[src/rtl/seg_scan_ctrl.sv]
// seg_scan_ctrl: time-multiplexed scan controller for an N-digit
// seven-segment display driven through a shared BCD-to-segment decoder.
//
// The display word is double-buffered: loads land in a pending buffer and
// are copied to the visible word only at the frame boundary (scan wrap to
// digit 0), so a frame never shows a mix of old and new digits.
//
// Each digit slot lasts REFRESH_DIV clocks. The first DEAD_CYCLES clocks of
// every slot keep all digit enables inactive to avoid ghosting while the
// segment lines settle on the new digit's value.
//
// Optional feature macro: LEADING_ZERO_BLANK_EN
//   defined   : digit i>0 is blanked while display digits i..NUM_DIGITS-1
//               are all zero (digit 0 always shows, so a value of 0 reads "0").
//   undefined : only blank_in_i blanks; zeros are shown on every digit.
//
// All outputs are registers loaded from next-state, so bcd_o/blank_o/
// digit_en_o change on the same edge as digit_idx_o.

module seg_scan_ctrl #(
   parameter int NUM_DIGITS  = 4,
   parameter int DIV_WIDTH   = 16,
   parameter int REFRESH_DIV = 50000,
   parameter int DEAD_CYCLES = 2
) (
   input  logic                    clk_i,
   input  logic                    rst_i,
   input  logic                    load_i,
   input  logic [4*NUM_DIGITS-1:0] value_in_i,
   input  logic                    blank_in_i,
   input  logic                    digit_act_low_i,
   output logic [3:0]              bcd_o,
   output logic                    blank_o,
   output logic [NUM_DIGITS-1:0]   digit_en_o,
   output logic [2:0]              digit_idx_o,
   output logic                    frame_start_o,
   output logic                    load_ack_o
);

   localparam int                   VW         = 4 * NUM_DIGITS;
   localparam logic [DIV_WIDTH-1:0] PRESC_LAST = DIV_WIDTH'(REFRESH_DIV - 1);
   localparam logic [DIV_WIDTH-1:0] DEAD_CNT   = DIV_WIDTH'(DEAD_CYCLES);
   localparam logic [2:0]           LAST_IDX   = 3'(NUM_DIGITS - 1);

   // ------------------------------------------------------------------
   // Helpers
   // ------------------------------------------------------------------

   // Pick the BCD nibble of digit idx out of the packed display word.
   function automatic logic [3:0] sel_nibble(input logic [VW-1:0] word,
                                             input logic [2:0]    idx);
      logic [3:0] nib;
      nib = 4'h0;
      for (int i = 0; i < NUM_DIGITS; i++) begin
         if (idx == 3'(i)) begin
            nib = word[i*4 +: 4];
         end else begin
            nib = nib;
         end
      end
      return nib;
   endfunction

   // One-hot active-high enable for digit idx.
   function automatic logic [NUM_DIGITS-1:0] onehot_en(input logic [2:0] idx);
      logic [NUM_DIGITS-1:0] en;
      en = '0;
      for (int i = 0; i < NUM_DIGITS; i++) begin
         en[i] = (idx == 3'(i));
      end
      return en;
   endfunction

`ifdef LEADING_ZERO_BLANK_EN
   // True when digit idx (>0) and every more significant digit are zero.
   function automatic logic lz_blank(input logic [VW-1:0] word,
                                     input logic [2:0]    idx);
      logic all_zero;
      logic res;
      all_zero = 1'b1;
      res      = 1'b0;
      for (int i = NUM_DIGITS - 1; i >= 1; i--) begin
         all_zero = all_zero & (word[i*4 +: 4] == 4'h0);
         if (idx == 3'(i)) begin
            res = all_zero;
         end else begin
            res = res;
         end
      end
      return res;
   endfunction
`endif

   // ------------------------------------------------------------------
   // State
   // ------------------------------------------------------------------
   logic [DIV_WIDTH-1:0]  presc_q,       presc_d;
   logic [2:0]            idx_q,         idx_d;
   logic [VW-1:0]         display_q,     display_d;
   logic [VW-1:0]         pending_q,     pending_d;
   logic                  pend_valid_q,  pend_valid_d;
   logic [3:0]            bcd_q,         bcd_d;
   logic                  blank_q,       blank_d;
   logic [NUM_DIGITS-1:0] digit_en_q,    digit_en_d;
   logic                  frame_start_q, frame_start_d;
   logic                  load_ack_q,    load_ack_d;

   logic                  tick_s;
   logic                  wrap_s;
   logic                  lz_s;
   logic [NUM_DIGITS-1:0] en_raw_s;

   // Prescaler and slot index: advance one slot every REFRESH_DIV clocks.
   always_comb begin
      tick_s  = (presc_q == PRESC_LAST);
      wrap_s  = tick_s && (idx_q == LAST_IDX);
      presc_d = presc_q + DIV_WIDTH'(1);
      idx_d   = idx_q;
      if (tick_s) begin
         presc_d = '0;
         if (idx_q == LAST_IDX) begin
            idx_d = 3'd0;
         end else begin
            idx_d = idx_q + 3'd1;
         end
      end else begin
         presc_d = presc_q + DIV_WIDTH'(1);
         idx_d   = idx_q;
      end
   end

   // Double buffer: loads go to pending, pending moves to display at the
   // frame boundary; a load on the boundary itself goes straight through
   // and supersedes any older pending value.
   always_comb begin
      display_d    = display_q;
      pending_d    = pending_q;
      pend_valid_d = pend_valid_q;
      load_ack_d   = 1'b0;
      if (wrap_s && load_i) begin
         display_d    = value_in_i;
         pend_valid_d = 1'b0;
         load_ack_d   = 1'b1;
      end else if (wrap_s && pend_valid_q) begin
         display_d    = pending_q;
         pend_valid_d = 1'b0;
         load_ack_d   = 1'b1;
      end else if (load_i) begin
         pending_d    = value_in_i;
         pend_valid_d = 1'b1;
      end else begin
         display_d    = display_q;
         pend_valid_d = pend_valid_q;
      end
   end

   // Decoder-facing outputs, computed from the next slot and next display.
   always_comb begin
`ifdef LEADING_ZERO_BLANK_EN
      lz_s = lz_blank(display_d, idx_d);
`else
      lz_s = 1'b0;
`endif
      bcd_d         = sel_nibble(display_d, idx_d);
      blank_d       = blank_in_i | lz_s;
      frame_start_d = wrap_s;
      if (presc_d >= DEAD_CNT) begin
         en_raw_s = onehot_en(idx_d);
      end else begin
         en_raw_s = '0;
      end
      if (digit_act_low_i) begin
         digit_en_d = ~en_raw_s;
      end else begin
         digit_en_d = en_raw_s;
      end
   end

   // State and output registers with synchronous reset.
   always_ff @(posedge clk_i) begin
      if (rst_i) begin
         presc_q       <= '0;
         idx_q         <= 3'd0;
         display_q     <= '0;
         pending_q     <= '0;
         pend_valid_q  <= 1'b0;
         bcd_q         <= 4'h0;
         blank_q       <= 1'b1;
         digit_en_q    <= digit_act_low_i ? {NUM_DIGITS{1'b1}} : {NUM_DIGITS{1'b0}};
         frame_start_q <= 1'b0;
         load_ack_q    <= 1'b0;
      end else begin
         presc_q       <= presc_d;
         idx_q         <= idx_d;
         display_q     <= display_d;
         pending_q     <= pending_d;
         pend_valid_q  <= pend_valid_d;
         bcd_q         <= bcd_d;
         blank_q       <= blank_d;
         digit_en_q    <= digit_en_d;
         frame_start_q <= frame_start_d;
         load_ack_q    <= load_ack_d;
      end
   end

   assign bcd_o         = bcd_q;
   assign blank_o       = blank_q;
   assign digit_en_o    = digit_en_q;
   assign digit_idx_o   = idx_q;
   assign frame_start_o = frame_start_q;
   assign load_ack_o    = load_ack_q;

endmodule

[config.mk]
export PLATFORM = sky130hd
export DESIGN_NAME = seg_scan_ctrl
export DESIGN_NICKNAME = d
export VERILOG_FILES = /design/src/rtl/seg_scan_ctrl.sv
export SDC_FILE = /design/constraint.sdc
export NUM_CORES = 1
export LEC_CHECK = 0
export BUFFER_PORTS_ARGS = -buffer_cell sky130_fd_sc_hd__buf_2
export CAP_MARGIN = 10
export CORE_ASPECT_RATIO = 0.9
export CORE_MARGIN = 2
export CORE_UTILIZATION = 50
export DETAILED_ROUTE_END_ITERATION = 8
export PLACE_DENSITY = 0.68
export SLEW_MARGIN = 20
export SYNTH_ARGS = -nofsm -noshare
export SYNTH_HDL_FRONTEND = slang
export SYNTH_SLANG_ARGS = --single-unit
[constraint.sdc]
create_clock -name clk_i -period 3 [get_ports clk_i]
set_input_delay 0.45 -clock clk_i [delete_from_list [all_inputs] [get_ports clk_i]]
set_output_delay 0.45 -clock clk_i [all_outputs]
set_load 0.02 [all_outputs]
==> results of run 1 <==
-- layout by cell type (no fill, tap or decap), drive strengths merged, types with 3 or more instances in the layout --
master,netlist,final
dfxtp,63,63
nor3b,3,3
a221oi,4,4
nor2b,6,6
and3,3,3
mux2i,7,7
and4,3,3
buf,11,39
a221o,8,8
nand2b,18,18
nor4,3,3
nor3,7,7
xor2,11,11
and3b,4,4
a2111oi,4,4
nand2,45,45
a21oi,32,32
xnor2,8,8
a211oi,6,6
nor2,30,30
and2,3,3
nand4,13,13
nand3,4,4
inv,6,6
a21o,4,4
o21ai,9,9
o22ai,5,5
or2,3,3
clkbuf,19,13
-- final cells by class --
type                    instances  area [um^2]
inverters                       6         22.5
clock inverters                 3         65.1
clock buffers                  13          159
multi-input cells             262         1660
repair buffers                 39          208
fillers                       571         2580
flip-flops and latches         63         1260
well taps                      72         90.1
-- kinds of logic (layout without fill, tap and decap cells) --
logic type,after synthesis,after routing,share of synthesized area [%]
compound gates,82,82,18.0
xor+xnor,19,19,5.38
mux,8,8,2.63
fa+ha+maj,2,2,0.809
simple gates,151,151,26.9
buf+inv,36,61,5.42
flops,63,63,40.8
-- state kept, by name (all words and copies together), names as in the netlist --
register / count
pend_valid_q: 1
presc_q: 16
display_q: 16
digit_en_o: 4
digit_idx_o: 3
bcd_o: 4
blank_o: 1
pending_q: 16
load_ack_o: 1
frame_start_o: 1
-- layer usage --
metal	track usage (%)	up-vias	part of all wire (%)
met5	0	-	0
met3	6.31	6	6.4
met1	33.5	1263	52
met2	28.2	65	40
li1	-	1323	-
met4	6.09	0	0.85
-- stage by stage --
| step | util, % | worst slack (ps) | hold slack, ps |
|---|---|---|---|
| after global placement | 53.7 | 387 | 440 |
| after floorplan | - | 740 | 431 |
| after CTS | 57.4 | 242 | 288 |
| after global routing | 57.4 | 29.4 | 291 |
| after detailed placement | 53.7 | 248 | 444 |
| final | 57.4 | 217 | 296 |
-- worst max-delay path, delay by kind of cell, from the launching register on --
kind / cells / cell delay, ps
AND/OR/NAND/NOR: 5 / 1650
XOR/XNOR: 1 / 140
adder cells (fa/ha/maj): 1 / 280
flip-flops: 1 / 390
AO/OA/AOI/OAI: 1 / 240
-- worst paths after layout --
kind / end / slack [ps] / cells after the start
hold / removal: blank_o / 300 / 2
setup reg to reg: digit_en_o[2] / 220 / 8
setup / recovery: digit_en_o[2] / 220 / 8
hold reg to reg: pending_q[5] / 450 / 2
-- power groups by stage --
stage | combinational, W | clock [W] | sequential [W]
after CTS | 0.000117 | 0.000846 | 0.000876
after global placement | 0.000116 | 0 | 0.000894
after global routing | 0.000129 | 0.000881 | 0.000880
after floorplan | 0.0000785 | 0 | 0.000892
after detailed placement | 0.000116 | 0 | 0.000896
final | 0.000116 | 0.000826 | 0.000877
==> flow_results.org, run 1 <==
** Worst setup path
- Startpoint of the worst register-to-register path :: presc_q[0]
- The most critical setup path has its startpoint at presc_q[0].
- On the critical path, the stage with the largest delay is an instance of sky130_fd_sc_hd__nor2b_1.
- The worst setup path is of the reg -> reg kind.
- Delay of the slowest critical-path stage :: 490 ps
- Cell Chain, Critical Path :: ha_1 -> and3_1 -> and4_4 -> nand2b_1 -> o221a_4 -> nor2b_1 -> nor3b_2 -> xor2_1
- Data on the critical path arrives at its endpoint at between 3000 and 4000 ps.
- STA classifies the critical path endpoint as a register.
- STA classifies the critical path startpoint as a register.
- For the worst setup path, the data required time is roughly 3300 ps.
- Maximum net fanout on the critical path :: 21

** CTS
- Cell at the root of the clock tree :: sky130_fd_sc_hd__clkbuf_8
- Number of CTS-inserted buffers :: 9
- Clock latency reported for the late side of the worst-skew pair :: around 340 ps
- CTS built an H-tree with a depth of 3.
- The number of hold buffers added after CTS was 0.
- Maximum count of clock buffers along a single path :: 2
- After clock tree synthesis, the setup repair step added 0 buffers.
- Clock input transition at the sequential cells of the worst setup and hold paths :: roughly 70 ps
- TritonCTS built the clock tree.
- Clock tree synthesis found a total of 63 sinks.
- In this run, post-CTS repair resized a total of 0 instances.

** Global routing
- First-pass GRT wire length :: 11400 um
- Largest net degree at the start of global routing :: 42
- Sum of overflow across all layers after global routing :: 0
- Initial antenna violation count :: 0
- GRT Total Usage :: 21.6%
- Via count of the first global-routing pass :: approximately 2300

** Power
- Share of power burned in registers :: between 40 and 50%
- Part of the power in combinational logic :: between 6 and 7%
- Leakage power of the design :: between 1 and 1.5 nW
- In this run, the clock network consumes 45.4% of the power.
- The analysis attributes to net switching a power of roughly 0.0004 W.
- VDD sags by at most 0.000352 V.
- Switching portion of total power :: around 22%
- Total power draw :: 0.00182 W
- Internal power of the cells :: around 0.0014 W
- Power density over the cells :: between 500 and 600 nW/um^2

** Logic synthesis
- Top_reg_cell synth :: sky130_fd_sc_hd__dfxtp_1
- Of all flip-flops after synthesis, the portion carrying an async set or reset was 0%.
- Mapped Area :: between 3000 and 4000 um^2
- In this run, synthesis inferred 0 flip-flops with an integrated enable.
- Synthesis produced around 360 cells.
- YS warnings :: 0
- The synthesized design contains between 60 and 70 register bits.
- The biggest area contributor in the post-synthesis netlist is sky130_fd_sc_hd__dfxtp_1.
- In this run, distinct cell masters in the synthesized netlist total 51.
- sky130_fd_sc_hd__dfxtp_1 is the most common cell in the netlist.
- Top post-synthesis cells by area :: sky130_fd_sc_hd__dfxtp_1 41%, sky130_fd_sc_hd__nand2_1 5.5%, sky130_fd_sc_hd__a21oi_1 5.0%
- Synth top area share :: between 40% and 50%
- Proportion of synthesized chip area in sequential cells :: approximately two fifths
- By count the netlist is led by 63 x sky130_fd_sc_hd__dfxtp_1, 45 x sky130_fd_sc_hd__nand2_1, 31 x sky130_fd_sc_hd__a21oi_1.
- A synthesized cell averages 8.56 um^2.
- Syn_nets :: approximately 380

** STA
- Counting I/O delays and the setup requirement, the final critical path takes 2780 ps.
- Setup repair after global routing left no endpoint under its margin.
- Slew at the pin closest to its max-slew limit :: 807 ps
- Final worst path period share :: approximately 93%
- Final setup violation count :: 0
- Clk_skew :: around 8.3 ps
- The final-report hold violation count was 0.
- In the final timing run, aggregate negative setup slack is 0 ps.
- Number of slew-limit violations in the final report :: 0
- Static timing analysis puts the maximum clock frequency at roughly 360 MHz.
- The worst pin sits at a relative slew slack of between 40% and 50%.

** Placement
- Inst Count DP :: between 400 and 500
- The HPWL after detailed placement is just under 5000 um.
- Weighted congestion reported at the end of routability-driven placement :: 0.894
- In this run the cell area measured after placement is between 3000 and 4000 um^2.
- Number of port buffers :: 34

** Detailed routing
- For this block, the initial DRC count from the detailed router was between 150 and 200.
- In the final routed layout, each cell accounts on average for 15.4 um.
- Dividing the detail-routed via count by the number of cells gives 5.80.
- Wires add up to 7070 um.
- Number of remaining DRC errors :: 0
- Overall via count from detail_route :: roughly 2700
- Final ANT Viol Nets :: 0
- First drt pass iteration count :: 4

** Finish
- In the final design database the tool counted around 400 nets.
- The post-route netlist has between 10% and 20% of its cells at a drive strength greater than 1.
- From synthesis to final layout, the design area changed by 12.2%.
- Final design area excluding fillers :: 3470 um^2
- For this run, the number of standard cells in the final layout without fillers is between 400 and 500.
- 0 antenna diodes ended up in the layout.

** Floorplan
- The floorplan step defined a die boundary enclosing just under 7000 um^2.
- Row generation in the floorplan step produced 27 rows.
- Initial core utilization :: between 50 and 60%
- The core region is about 6000 um^2.
- Width of the die :: ~87 um
- 35 I/O pins were placed.
- From bottom edge to top edge, the die measures around 80 um.

** Status
- Status :: completed

** Run
- Max Cap Viol :: 0

** Hold path
- The tightest min-delay check is of the in -> reg type.
- Hold path startpoint :: blank_in_i
Note: power is estimated with default switching activity, not from simulation.
==> run 2, diff against run 1 <==
==> config.mk (replaced) <==
export PLATFORM = sky130hd
export DESIGN_NAME = seg_scan_ctrl
export DESIGN_NICKNAME = d
export VERILOG_FILES = /design/src/rtl/seg_scan_ctrl.sv
export SDC_FILE = /design/constraint.sdc
export NUM_CORES = 1
export LEC_CHECK = 0
export CAP_MARGIN = 10
export CORE_ASPECT_RATIO = 0.9
export CORE_MARGIN = 2
export CORE_UTILIZATION = 25
export DETAILED_ROUTE_END_ITERATION = 8
export DONT_BUFFER_PORTS = 1
export PLACE_DENSITY = 0.36
export SLEW_MARGIN = 20
export SYNTH_ARGS = -nofsm -noshare
export SYNTH_HDL_FRONTEND = slang
export SYNTH_SLANG_ARGS = --single-unit
==> flow_results.org, run 2 (same netlist as run 1, synthesis figures left out) <==
** Floorplan
- Width of the die :: 121 um (+40%)
- Std-Cell Rows :: 38 (+41%)
- The height of the chip is 110 um (+39%).
- # IOs :: 35 (unchanged)
- Core area :: 12100 um^2 (+100%)
- The area enclosed by the die boundary was 13300 um^2 (+94%).
- Initial core utilization :: 25.6% (-26 points)

** CTS
- Number of CTS-inserted buffers :: 9 (unchanged)
- TritonCTS clock tree :: done
- Maximum count of clock buffers along a single path :: 2 (unchanged)
- # resized after CTS :: 0 (unchanged)
- The later-pin clock latency in the skew report came to 340 ps (about the same).
- The H-tree depth is 3 (unchanged).
- Clock input transition at the sequential cells of the worst setup and hold paths :: 50 ps (-20 ps)
- Number of sinks on the clock net :: 63 (unchanged)
- Cell at the root of the clock tree :: sky130_fd_sc_hd__clkbuf_16
- The count of hold-fix buffers inserted at cts is 0 (unchanged).
- The number of buffers inserted by post-CTS setup repair came to 0 (unchanged).

** Global routing
- The largest net degree at the start of global routing was 55 (+31%).
- First-pass GRT wire length :: 13200 um (+16%)
- Initial antenna violation count :: 0 (unchanged)
- Sum of overflow across all layers after global routing :: 0 (unchanged)
- The via count of the first global-routing pass was 2333 (+2.5%).
- The global router's overall resource usage was 13.5% (-8.0 points).

** Power
- Switching power :: 0.000428 W (+6.0%)
- The share of total power consumed by net switching came to 22.2% (-0.026 points).
- The portion of total power attributed to combinational logic came to 3.8% (-2.6 points).
- Leakage power of the design :: 1.29 nW (-7.9%)
- The total power after layout came to 0.00193 W (+6.2%).
- Clock share of power :: 50.3% (+4.9 points)
- Internal power of the cells :: 0.00150 W (+6.2%)
- The total power density per cell area is 555 nW/um^2 (+5.9%).
- The fraction of power consumed by sequential logic was 45.9% (-2.3 points).
- The peak supply drop was 0.000181 V (-48%).

** Finish
- The top cell types in the final layout, fill and taps aside, are 63 x sky130_fd_sc_hd__dfxtp_1, 45 x sky130_fd_sc_hd__nand2_1, 31 x sky130_fd_sc_hd__a21oi_1, 30 x sky130_fd_sc_hd__nor2_1, 18 x sky130_fd_sc_hd__nand2b_1.
- Top Registers :: display_q: 16 flops, pending_q: 16 flops, presc_q: 16 flops
- The number of filler cells placed in the layout came to 1317 (+130%).
- Count of placed standard cells in the final layout, fillers left out :: 512 (+12%)
- The total inserted antenna cells was 0 (unchanged).
- # nets final :: 373 (-7.7%)
- Most common cell after layout, fill and taps aside :: sky130_fd_sc_hd__dfxtp_1
- The fraction of final layout cells with drive strength greater than 1 came to 10.2% (-7.4 points).
- Synthesis-to-layout area growth :: 12.5%

** STA
- Final setup violation count :: 0 (unchanged)
- Slew at the pin closest to its max-slew limit :: 846 ps (+39.2 ps)
- Clk_skew :: 5.23 ps (-3.10 ps)
- RSZ-0062 raised after global routing :: false
- The post-route setup TNS was 0 ps (unchanged).
- The minimum clock period after layout was 2770 ps (-16.7 ps).
- The remaining max-slew budget at the tightest pin was 43.5% (-2.6 points).
- The portion of the clock cycle consumed by the worst path in the final layout is 92.2% (-0.56 points).
- The final-report hold violation count is 0 (unchanged).
- The max-slew violation count came to 0 (unchanged).
- The worst setup margin came to 234 ps (+16.7 ps).
- Maximum clock frequency :: 362 MHz (+0.60%)

** Detailed routing
- Overall via count from detail_route :: 2456 (-7.6%)
- The routed length per instance is 16.4 um (+6.1%).
- Number of remaining DRC errors :: 0 (unchanged)
- The violation count after the first detailed-routing iteration came to 143 (-25%).
- First drt pass iteration count :: 4 (unchanged)
- Final ANT Viol Nets :: 0 (unchanged)
- The number of vias per cell after detailed routing is 4.80 (-17%).
- The total length of routed wires came to 8390 um (+19%).

** Status
- Status :: completed

** Worst setup path
- Crit-path leading delay family :: simple AND/OR/NAND/NOR gates
- The worst setup path is of the reg -> reg kind.
- Maximum net fanout on the critical path :: 21 (unchanged)
- Slowest CP cell :: sky130_fd_sc_hd__nor2b_1
- Delay of the slowest critical-path stage :: 500 ps (about the same)
- The endpoint arrival time on the critical path was 3030 ps (-20 ps).
- Cell Chain, Critical Path :: ha_1 -> and3_1 -> and4_4 -> nand2b_1 -> o221a_4 -> nor2b_1 -> nor3b_2 -> xor2_1
- The worst setup path is captured at a register.
- Bufs and invs on worst path :: 0 (unchanged)
- Startpoint type of the worst setup path :: register
- The required time reported for the critical path endpoint is 3270 ps (about the same).

** Placement
- Detailed Place HPWL :: 5810 um (+19%)
- Inst Count DP :: 499 (+13%)
- The pre-CTS worst setup slack was 172 ps (-76.9 ps).
- Weighted congestion reported at the end of routability-driven placement :: 0.720 (-20%)
- Number of port buffers :: 0 (-100%)

** Hold path
- Class of the most critical hold timing path :: in -> reg

** Run
- The count of max-cap constraint violations came to 0 (unchanged).
[run 2: changes by cell type in the layout (fill, tap and decap cells not counted), sizes merged]
| cell | delta |
|---|---|
| clkbuf | -1 |
| bufinv | -2 |
| buf | -31 |
[run 2: cell type report]
type | count | area (um^2) | share of cell area (%)
Multi-Input combinational cell | 262 | 1660 | 47.8
Inverter | 6 | 22.5 | 0.647
Sequential cell | 63 | 1260 | 36.3
Timing Repair Buffer | 8 | 60.1 | 1.73
Tap cell | 160 | 200 | 5.76
Clock buffer | 12 | 267 | 7.66
Clock inverter | 1 | 5.00 | 0.144
[run 2: per-stage QoR]
| step | instance area, um^2 | hold WS [ps] | utilization, % |
|---|---|---|---|
| global placement | 3210 | 433 | 26.6 |
| global route | 3480 | 170 | 28.8 |
| detailed placement | 3210 | 435 | 26.6 |
| floorplan | 3090 | 431 | - |
| finish | 3480 | 182 | 28.8 |
| CTS | 3480 | 163 | 28.8 |
[run 2: final timing paths]
kind / startpoint / slack, ps / endpoint / cells after the start
min reg2reg: pending_q[7] / 440 / pending_q[7] / 2
max: presc_q[0] / 230 / digit_en_o[2] / 8
min: rst_i / 180 / pending_q[9] / 1
max reg2reg: presc_q[0] / 230 / digit_en_o[2] / 8
[run 2: metal layers]
layer  track usage, %  share of wire (%)  up-vias
li1                 -                  -     1253
met1             19.5                 53     1148
met2             17.4                 38       44
met3             5.39                6.8       11
met4             5.91                1.9        0
met5                0                  0        -
[run 2: power groups by stage]
stage               registers [W]  clock network, W   logic, W
floorplan                0.000892                 0  0.0000785
global placement         0.000905                 0  0.0000748
detailed placement       0.000905                 0  0.0000752
CTS                      0.000887           0.00101  0.0000754
global route             0.000890           0.00105  0.0000834
finish                   0.000887          0.000971  0.0000731
==> run 3, diff against run 2 <==
--- a/config.mk
+++ b/config.mk
@@ -5,14 +5,11 @@
 export SDC_FILE = /design/constraint.sdc
 export NUM_CORES = 1
 export LEC_CHECK = 0
-export CAP_MARGIN = 10
 export CORE_ASPECT_RATIO = 0.9
-export CORE_MARGIN = 2
 export CORE_UTILIZATION = 25
 export DETAILED_ROUTE_END_ITERATION = 8
 export DONT_BUFFER_PORTS = 1
 export PLACE_DENSITY = 0.36
-export SLEW_MARGIN = 20
 export SYNTH_ARGS = -nofsm -noshare
 export SYNTH_HDL_FRONTEND = slang
 export SYNTH_SLANG_ARGS = --single-unit
==> flow_results.org, run 3 (same netlist as run 1, synthesis figures left out) <==
** Finish
- Synthesis-to-layout area growth :: 14.2%
- The total inserted antenna cells is 0 (unchanged).
- Leading cell types in the layout, fill and taps excluded :: 63 x sky130_fd_sc_hd__dfxtp_1, 45 x sky130_fd_sc_hd__nand2_1, 31 x sky130_fd_sc_hd__a21oi_1, 30 x sky130_fd_sc_hd__nor2_1, 18 x sky130_fd_sc_hd__nand2b_1
- Final Util :: 29.2% (+0.42 points)
- The largest registers in the layout are display_q: 16 flops, pending_q: 16 flops, presc_q: 16 flops.
- The final instance area was 3530 um^2 (+1.5%).
- Leaving out fill and tap cells, the most frequent cell in the layout is sky130_fd_sc_hd__dfxtp_1.
- The filler-free cell count of the finished design came to 515 (+0.59%).
- FILL cells :: 1304 (-0.99%)
- The number of nets at the end of the flow came to 374 (+0.27%).
- Fraction of final layout cells sized beyond drive strength 1 :: 11.0% (+0.76 points)

** CTS
- Clock latency reported for the late side of the worst-skew pair :: 340 ps (about the same)
- TritonCTS built the clock tree.
- The clock sink count was 63 (unchanged).
- Clock input transition at the sequential cells of the worst setup and hold paths :: 50 ps (about the same)
- The number of buffers inserted by post-CTS setup repair is 0 (unchanged).
- Maximum count of clock buffers along a single path :: 2 (unchanged)
- Cell at the root of the clock tree :: sky130_fd_sc_hd__clkbuf_16
- Number of CTS-inserted buffers :: 9 (unchanged)
- Maximum level of the CTS H-tree :: 3 (unchanged)

** STA
- The actual slew at the worst max-slew pin is 828 ps (-18.1 ps).
- RSZ-0062 raised after global routing :: false
- The final-report hold violation count was 0 (unchanged).
- The minimum clock period after layout is 2660 ps (-102 ps).
- Final worst path period share :: 88.8% (-3.4 points)
- The post-route setup TNS was 0 ps (unchanged).
- Clk_skew :: 8.78 ps (+3.55 ps)
- Final setup violation count :: 0 (unchanged)
- The max-slew violation count came to 0 (unchanged).
- Worst slew margin relative to its limit :: 44.7% (+1.2 points)
- The achievable clock frequency was 375 MHz (+3.8%).

** Worst setup path
- The largest fanout on the critical path came to 14 (-33%).
- Kind of end point of the critical path :: register
- Startpoint type of the worst setup path :: register
- The required time reported for the critical path endpoint was 3280 ps (about the same).
- Worst Setup Path Type :: reg -> reg
- Grouping stages by cell kind, the critical path spends the most delay in simple AND/OR/NAND/NOR gates.
- Delay of the slowest critical-path stage :: 560 ps (+60 ps)
- Slowest CP cell :: sky130_fd_sc_hd__a2111oi_0
- The endpoint arrival time on the critical path came to 2940 ps (-90 ps).
- Cell Chain, Critical Path :: ha_1 -> and3_1 -> and4_4 -> and2_1 -> nand2_1 -> mux2i_1 -> a2111oi_0 -> a21o_1
- Bufs and invs on worst path :: 0 (unchanged)

** Power
- Power density over the cells :: 586 nW/um^2 (+5.5%)
- The peak supply drop came to 0.000237 V (+30%).
- Leakage power of the design :: 1.31 nW (+2.1%)

** Detailed routing
- The first-pass iteration count of the detailed router was 4 (unchanged).
- Number of remaining DRC errors :: 0 (unchanged)
- The total via count in the routed design was 2474 (+0.73%).
- The routed length per instance came to 16.3 um (-0.55%).
- Final ANT Viol Nets :: 0 (unchanged)
- Number of design-rule violations left by the first detailed-router iteration :: 129 (-9.8%)
- The number of vias per cell after detailed routing came to 4.80 (+0.15%).
- Sum of routed wire length over all layers :: 8390 um (about the same)

** Placement
- The final HPWL from detailed placement was 5910 um (+1.7%).
- The number of input and output port buffers inserted was 0 (unchanged).
- Inst Count DP :: 500 (+0.20%)
- Dpl cell area :: 3210 um^2 (+0.23%)
- The routability congestion estimate was 0.736 (+2.3%).

** Status
- Status :: completed

** Floorplan
- The total number of placement rows was 38 (unchanged).
- The top-level port count was 35 (unchanged).
- Vertical extent of the die :: 108 um (-1.8%)
- The area enclosed by the die boundary came to 12800 um^2 (-3.4%).
- Width of the die :: 119 um (-1.6%)
- The area of the placeable core was 12100 um^2 (unchanged).
- The starting utilization of the core area came to 25.6% (unchanged).

** Global routing
- Sum of overflow across all layers after global routing :: 0 (unchanged)
- The wire length of the first global-routing pass is 13400 um (+1.7%).
- The global router's overall resource usage came to 14.2% (+0.65 points).
- Initial antenna violation count :: 0 (unchanged)
- Largest net degree at the start of global routing :: 55 (unchanged)
- Via count of the first global-routing pass :: 2425 (+3.9%)

** Run
- Max Cap Viol :: 0 (unchanged)

** Hold path
- The worst hold path belongs to the class in -> reg.
run 3: cell types whose count changed in the layout (fill, tap and decap cells not counted), sizes merged:
cell,previous run,this run
buf,8,9
clkbuf,12,11
clkinv,1,2
bufinv,0,2
run 3: stage by stage:
stage | setup slack, ps | total power, W | hold slack [ps]
detailed placement | 270 | 0.000980 | 443
global route | 75.3 | 0.00214 | 171
CTS | 236 | 0.00210 | 167
floorplan | 740 | 0.000970 | 431
global placement | 363 | 0.000980 | 435
finish | 336 | 0.00207 | 180
run 3: cell type report:
class | count | area, um^2 | area share, %
clock buffers | 11 | 243 | 6.88
clock inverters | 4 | 70.1 | 1.99
inverters | 6 | 22.5 | 0.638
multi-input cells | 262 | 1670 | 47.2
flip-flops and latches | 63 | 1260 | 35.7
well taps | 160 | 200 | 5.67
repair buffers | 9 | 67.6 | 1.91
run 3: path summary, 6_finish.rpt:
kind                            depth (start not counted)  slack (ps)            end         start
worst max-delay path                                    8         340       bcd_o[1]    presc_q[0]
worst min-delay path                                    1         180  pending_q[10]         rst_i
worst max register to register                          8         340       bcd_o[1]    presc_q[0]
worst min register to register                          2         450   pending_q[6]  pending_q[6]
run 3: timing repair:
action,CTS,global route
hold buffers,0,0
endpoints found under the setup margin,0,1
gates resized for setup,0,1
run 3: layer usage:
layer	share of wire, %	vias up	wire [um]	GRT usage (%)
li1	-	1258	-	-
met1	50	1147	4220	19.2
met2	39	57	3310	18.9
met3	8.1	12	683	5.51
met4	2.1	0	174	7.59
met5	0	-	0	0
run 3: power by group:
group           total, W  internal [W]  leakage (nW)  switching (W)
clock            0.00111      0.000742         0.155       0.000365
sequential      0.000888      0.000860         0.513      0.0000285
combinational  0.0000722     0.0000332         0.643      0.0000390
